### src/rtl/usb_tx_encoder.sv
// USB low/full-speed transmit encoder: byte holding register, LSB-first
// shifter, NRZI line coding with bit stuffing and EOP generation.
module usb_tx_encoder #(
  parameter int STUFF_LEN = 6
) (
  input  logic       clk,
  input  logic       rst,
  input  logic       bit_strobe,
  input  logic [7:0] tx_data,
  input  logic       tx_valid,
  input  logic       tx_last,
  output logic       tx_ready,
  output logic       dp,
  output logic       dm,
  output logic       tx_busy,
  output logic       tx_error
);

  localparam int CW = $clog2(STUFF_LEN + 1);

  localparam logic [2:0] S_IDLE  = 3'd0;
  localparam logic [2:0] S_SHIFT = 3'd1;
  localparam logic [2:0] S_STUFF = 3'd2;
  localparam logic [2:0] S_EOP1  = 3'd3;
  localparam logic [2:0] S_EOP2  = 3'd4;
  localparam logic [2:0] S_EOPJ  = 3'd5;

  logic [2:0]    state_q, state_d;
  logic [7:0]    hold_q, hold_d;
  logic          hlast_q, hlast_d;
  logic          hfull_q, hfull_d;
  logic [7:0]    shift_q, shift_d;
  logic          last_q, last_d;
  logic [2:0]    idx_q, idx_d;
  logic [CW-1:0] ones_q, ones_d;
  logic          dp_q, dp_d;
  logic          dm_q, dm_d;
  logic          err_q, err_d;

  logic          do_emit;
  logic          e_bit;
  logic [CW-1:0] e_ones;
  logic [CW-1:0] ones_nx;
  logic          byte_end;

  always_comb begin
    state_d  = state_q;
    hold_d   = hold_q;
    hlast_d  = hlast_q;
    hfull_d  = hfull_q;
    shift_d  = shift_q;
    last_d   = last_q;
    idx_d    = idx_q;
    ones_d   = ones_q;
    dp_d     = dp_q;
    dm_d     = dm_q;
    err_d    = 1'b0;
    do_emit  = 1'b0;
    e_bit    = 1'b0;
    e_ones   = ones_q;
    ones_nx  = ones_q;
    byte_end = 1'b0;

    if (tx_valid && !hfull_q) begin
      hold_d  = tx_data;
      hlast_d = tx_last;
      hfull_d = 1'b1;
    end

    if (bit_strobe) begin
      unique case (state_q)
        S_IDLE: begin
          if (hfull_q) begin
            shift_d = hold_q;
            last_d  = hlast_q;
            hfull_d = 1'b0;
            do_emit = 1'b1;
            e_bit   = hold_q[0];
            e_ones  = '0;
            idx_d   = 3'd1;
            state_d = S_SHIFT;
          end
        end
        S_SHIFT: begin
          do_emit = 1'b1;
          e_bit   = shift_q[idx_q];
          idx_d   = idx_q + 3'd1;
          if (idx_q == 3'd7) byte_end = 1'b1;
        end
        S_STUFF: begin
          // idx wrapped to 0 means the stuffed bit followed bit 7
          do_emit = 1'b1;
          e_bit   = 1'b0;
          if (idx_q == 3'd0) byte_end = 1'b1;
          else state_d = S_SHIFT;
        end
        S_EOP1: begin
          dp_d    = 1'b0;
          dm_d    = 1'b0;
          state_d = S_EOP2;
        end
        S_EOP2: begin
          dp_d    = 1'b0;
          dm_d    = 1'b0;
          state_d = S_EOPJ;
        end
        S_EOPJ: begin
          dp_d    = 1'b1;
          dm_d    = 1'b0;
          state_d = S_IDLE;
        end
        default: state_d = S_IDLE;
      endcase

      if (do_emit) begin
        ones_nx = e_bit ? e_ones + CW'(1) : '0;
        ones_d  = ones_nx;
        dp_d    = e_bit ? dp_q : ~dp_q;
        dm_d    = e_bit ? dm_q : dp_q;
        if (e_bit && ones_nx == CW'(STUFF_LEN)) begin
          state_d  = S_STUFF;
          byte_end = 1'b0;
        end
      end

      // last flag wins over a queued byte, which then waits for IDLE
      if (byte_end) begin
        if (last_q) begin
          state_d = S_EOP1;
        end else if (hfull_q) begin
          shift_d = hold_q;
          last_d  = hlast_q;
          hfull_d = 1'b0;
          state_d = S_SHIFT;
        end else begin
          err_d   = 1'b1;
          state_d = S_EOP1;
        end
      end
    end
  end

  always_ff @(posedge clk or posedge rst) begin
    if (rst) begin
      state_q <= S_IDLE;
      hold_q  <= '0;
      hlast_q <= 1'b0;
      hfull_q <= 1'b0;
      shift_q <= '0;
      last_q  <= 1'b0;
      idx_q   <= '0;
      ones_q  <= '0;
      dp_q    <= 1'b1;
      dm_q    <= 1'b0;
      err_q   <= 1'b0;
    end else begin
      state_q <= state_d;
      hold_q  <= hold_d;
      hlast_q <= hlast_d;
      hfull_q <= hfull_d;
      shift_q <= shift_d;
      last_q  <= last_d;
      idx_q   <= idx_d;
      ones_q  <= ones_d;
      dp_q    <= dp_d;
      dm_q    <= dm_d;
      err_q   <= err_d;
    end
  end

  assign tx_ready = ~hfull_q;
  assign tx_busy  = (state_q != S_IDLE) || hfull_q;
  assign tx_error = err_q;
  assign dp       = dp_q;
  assign dm       = dm_q;

endmodule

### config.mk
export PLATFORM = sky130hd
export DESIGN_NAME = usb_tx_encoder
export DESIGN_NICKNAME = d
export VERILOG_FILES = /design/src/rtl/usb_tx_encoder.sv
export SDC_FILE = /design/constraint.sdc
export NUM_CORES = 1
export LEC_CHECK = 0
export CAP_MARGIN = 5
export CORE_ASPECT_RATIO = 0.7
export CORE_MARGIN = 10
export CORE_UTILIZATION = 50
export CTS_BUF_LIST = sky130_fd_sc_hd__clkbuf_16
export CTS_CLUSTER_SIZE = 16
export DETAILED_ROUTE_END_ITERATION = 7
export DONT_BUFFER_PORTS = 1
export MAX_ROUTING_LAYER = met4
export PLACE_DENSITY = 0.78
export SETUP_SLACK_MARGIN = 0.3
export SLEW_MARGIN = 20
export SYNTH_ARGS = -nofsm -noshare
export SYNTH_HDL_FRONTEND = slang
export SYNTH_SLANG_ARGS = --single-unit
export TNS_END_PERCENT = 1
### constraint.sdc
create_clock -name clk -period 2.5 [get_ports clk]
set_clock_uncertainty 0.05 [all_clocks]
set_input_delay 0.625 -clock clk [delete_from_list [all_inputs] [get_ports clk]]
set_output_delay 0.625 -clock clk [all_outputs]
set_load 0.1 [all_outputs]
# Word-level counts from Yosys, hierarchy flattened
# Cells that the tools add are included.
# op_classes
add_sub_neg,2
n_lt_le_gt_ge,1
eq_ne,9
mux,55
n_bitwise,2
reduce_logical,17
# ops
cell,n
two-way mux 8 bit,5
two-way mux 1 bit,31
two-way mux 3 bit,10
case mux 3 bit (5 select lines),1
"equality test 3 bit, second input constant",4
AND reduction 3 bit,3
case mux 1 bit (2 select lines),4
"adder 3 x 1 -> 3 bit, second input constant",2
"equality test 3 x 2 -> 1 bit, second input constant",2
logical NOT 3 bit,2
case mux 3 bit (2 select lines),1
nonzero test 3 bit,2
"< comparator 3 x 4 -> 1 bit, second input constant",1
two-way mux 2 bit,2
"inequality test 2 bit, second input constant",2
nonzero test 2 bit,2
OR reduction 2 bit,2
binary-select mux 1 bit (select 3 bit),1
"equality test 3 x 1 -> 1 bit, second input constant",1
OR reduction 3 bit,1
logical AND 1 bit,2
inverter 1 bit,2
AND reduction 2 bit,1
logical NOT 1 bit,1
logical OR 1 bit,1
# word_totals
register_bits,31
input_bits,13
out_inout_bits,5
elab_cells,97

# Longest topological paths before layout
# logic_depth
depth_word,12
depth_mapped,9
depth_no_buf,9

# Worst setup path before layout
# Ideal clock, no wire load.
# synth_timing
path_kind,reg-to-output
from,reg hfull_q
to,out tx_busy
t_arrival_ns,1.993
t_required_ns,1.825
path_slack_ns,-0.168
path_stages_with_launch,4
path_buffers,1
cell_sequence,dfrtp_1 > buf_2 > inv_1 > nand2b_1
# synth_between
elab_chain_cells,1
# synth_rtl
item,line_no,source
from (decl),31,"logic hfull_q, hfull_d;"
from (signal assigned),160,hfull_q <= hfull_d;
logical OR 1 bit,172,assign tx_busy = (state_q != S_IDLE) || hfull_q;
to (decl),15,"output logic tx_busy,"
# No other way between the ends.

# Final worst setup path
# layout_timing
from,reg state_q[2]
to,reg shift_q[7]
# layout_between
elab_chain_cells,11
elab_cells_between_ends,22
cone_classes,add/sub (1); eq/ne (3); mux (15); reduce/logical (3)
# layout_rtl
item,line_no,source
from (decl),28,"logic [2:0] state_q, state_d;"
from (signal assigned),157,state_q <= state_d;
logical NOT 3 bit,71,unique case (state_q)
two-way mux 3 bit,71,
two-way mux 3 bit,70,if (bit_strobe) begin
adder 3 x 1 -> 3 bit,116,ones_nx = e_bit ? e_ones + CW'(1) : '0;
two-way mux 3 bit,116,
equality test 3 bit,120,if (e_bit && ones_nx == CW'(STUFF_LEN)) begin
logical AND 1 bit,120,
two-way mux 1 bit,120,
two-way mux 1 bit,115,if (do_emit) begin
two-way mux 1 bit,70,
two-way mux 8 bit (*),127,if (byte_end) begin
to (signal assigned),161,shift_q <= shift_d;
to (decl),32,"logic [7:0] shift_q, shift_d;"
# Mark *: on every way between the ends. The rest lies on a longest branch, timed or not. The select of a mux whose other input is x is not followed.
# A chain may end at the register's enable or synchronous reset.

==> results.toml <==
[pwr]
p_sw_mw = 1.03
p_sw_frac = 0.373
p_seq_frac = 0.360
power.share.clock = 0.251
ir_drop_mv = 0.743
p_int_mw = 1.72
leakagePower_nw = 0.909
total_power_mw = 2.75
p_per_area_mw_per_mm2 = 1320
combPwrFrac = 0.389

[timing]
hold_violations = 0
setup_viol = 0
timing.setup.tns_ps = 0
drv_slew = 0
worst_pin_slew_ps = 901
min_period_ps = 2480
finalCritPeriodShare = 0.992
holdWs_ps = 178
rsz0062_at_grt = "true"
slew_headroom = 0.400
max_freq_mhz = 403
setup_slack_ps = 20.8

[synthesis]
ys_seq_area_frac = 0.458
synthCells = 151
yosys.area.top_type = "dfrtp_1"
yosys_warnings = 0
ys_types = 47
synth_area_leaders = "dfrtp_1 (44%), mux2_4 (7.1%), mux2_2 (5.3%), ha_1 (2.9%), mux2i_1 (2.9%)"
async_flop_share = 1.00
syn_avg_cell_area_sq_um = 11.2
synth_seq_cells = 31
syn-num-nets = 168
synth_top_cell_area_share = 0.442
synth_ff_type = "dfrtp_1"
synth_edf_count = 0
synth_area_sq_mm = 0.00170

[cts]
cts_max_level = 2
clock-sinks = 31
clk_latency_ps = 280
cts_root_buf = "clkbuf_16"
cts_hold_buffers = 0
cts_made_buffers = 5
cts_tree = "built"
clk_pin_slew_ps = 50
clock_path_buffers = 2

[floorplanning]
die_h_microns = 68.8
floorplan.initialDensity = 0.529
std_cell_rows = 17
dieArea_sq_mm = 0.00616
die_width_microns = 89.7
core_sq_mm = 0.00321
ioPinCount = 18

[finish]
final_cell_area_sq_mm = 0.00208
layout-drive-gt1-share = 0.352
final_common_cell = "dfrtp_1"
stdcell_count = 212
nNetsFinal = 181
most-common-layout-cells = "dfrtp_1 (30), buf_4 (11), nand2_1 (9)"
area_delta_synth_final_pct = 22.3
postLayoutCoreUtil = 0.647
num_antenna_cells = 0

[detailed_routing]
routed_wirelength_microns = 3580
via_count = 1227
avgRoutedWirePerCell_microns = 16.9
ant_nets = 0
drt_pass1_iterations = 4
drt-initial-drc-count = 83
dr_wl_met2_microns = 1610
drc = 0
wl_met1_microns = 1700
routed-wl-met3_microns = 205
vias_per_cell = 5.79
routed.top_layer = "met4"

[place]
dp.cells = 201
post_dp_cell_area_sq_mm = 0.00184
post-place-ws_ps = 27.5
hpwl_microns = 2610
portBuffers = 0
place_congestion = 0.967

[global_routing]
grt_antenna_before_repair = 0
grt_pass1_vias = 1239
grt_pass1_wl_microns = 6180
grt_max_degree = 16
grtUsageTotal = 0.138
gr-total-overflow = 0

[job]
maxCapViolations = 0

[critical_path]
cp-start-kind = "register"
cp_slowest_cell = "or4b_4"
cpPeakStageDelay_ps = 580
cp-end-kind = "register"
critical_path_class = "reg2reg"
crit_path_cell_trace = "or4b_4, and2_4, ha_4, xor2_2, nand2_2, nor3_4, a21oi_4, buf_12, mux2_4"
arrival_ps = 2590
crit_fanout = 8
critical_path_required_ps = 2620
rrSetupSlack_ps = 20

[worst_hold_path]
hp-class = "in2async"

[run_status]
status = "finished clean"
## path summary, 6_finish.rpt
kind                       cells after the start                      to                    from
hold / removal                                 1      tx_error$_DFF_PP0_                     rst
setup reg to reg                               9  shift_q[7]$_DFFE_PP0P_  state_q[2]$_DFFE_PP0P_
min in group clk                               2     hlast_q$_DFFE_PP0P_                 tx_last
setup / recovery                               9  shift_q[7]$_DFFE_PP0P_  state_q[2]$_DFFE_PP0P_
hold reg to reg                                1  shift_q[5]$_DFFE_PP0P_   hold_q[5]$_DFFE_PP0P_
max in group asynchronous                      2   hold_q[0]$_DFFE_PP0P_                     rst
## cell families after synthesis
group,count (synthesis),synth area share
AO/OA/AOI/OAI,27,0.128
flip-flops,31,0.458
XOR/XNOR,2,0.0103
buffers and inverters,16,0.0427
multiplexers,22,0.160
adder cells (fa/ha/maj),4,0.0295
AND/OR/NAND/NOR,49,0.172
## cell usage after synthesis (2+ instances only)
library cell   n
dfrtp_1       30
nand2_1       11
inv_1          9
mux2_2         8
mux2_4         8
nand3_1        8
nor2_1         8
o21ai_0        8
mux2i_1        5
ha_1           4
nand2b_1       4
clkbuf_1       3
nor3_1         3
a21oi_1        2
a22o_1         2
a311o_1        2
a32o_1         2
and2_1         2
o31ai_1        2
or3_1          2
xor2_1         2
## power by group through the flow
stage	registers (mW)	clock network, mW	logic (mW)
final	0.989	0.691	1.07
after global routing	1.03	0.729	1.16
after floorplan	0.940	0	0.833
after detailed placement	0.988	0	0.994
after global placement	0.985	0	0.952
after CTS	0.989	0.701	1.03
## layer usage
metal,GRT usage,up-vias
li1,-,578
met1,0.177,606
met2,0.195,37
met3,0.0386,6
met4,0.0711,0
met5,-,-
## registers in the layout (all words and copies together) (netlist names)
signal / cells
tx_error: 1
dp: 1
hlast_q: 1
ones_q: 3
state_q: 3
last_q: 1
shift_q: 8
hold_q: 8
dm: 1
idx_q: 3
hfull_q: 1
## layout make-up
class	count	area (sq um)
clock inverter	3	43.8
fill	227	1130
clock buffer	5	125
sequential	31	777
timing repair buffer	13	123
inverter	9	37.5
tap	47	58.8
multi-input combinational	104	912
## repair_timing
action	CTS	global route
gates resized for setup	1	7
pin swaps	1	4
buffers inserted	1	2
gates cloned	0	0
setup endpoints to repair	13	14
## worst max-delay path, delay by kind of cell (launching register included)
family | cells | cell delay (ps)
XOR/XNOR | 1 | 140
AO/OA/AOI/OAI | 1 | 90
flip-flops | 1 | 380
buffers and inverters | 1 | 160
adder cells (fa/ha/maj) | 1 | 170
multiplexers | 1 | 290
AND/OR/NAND/NOR | 4 | 1090
Power figures use the tool's default switching activity.
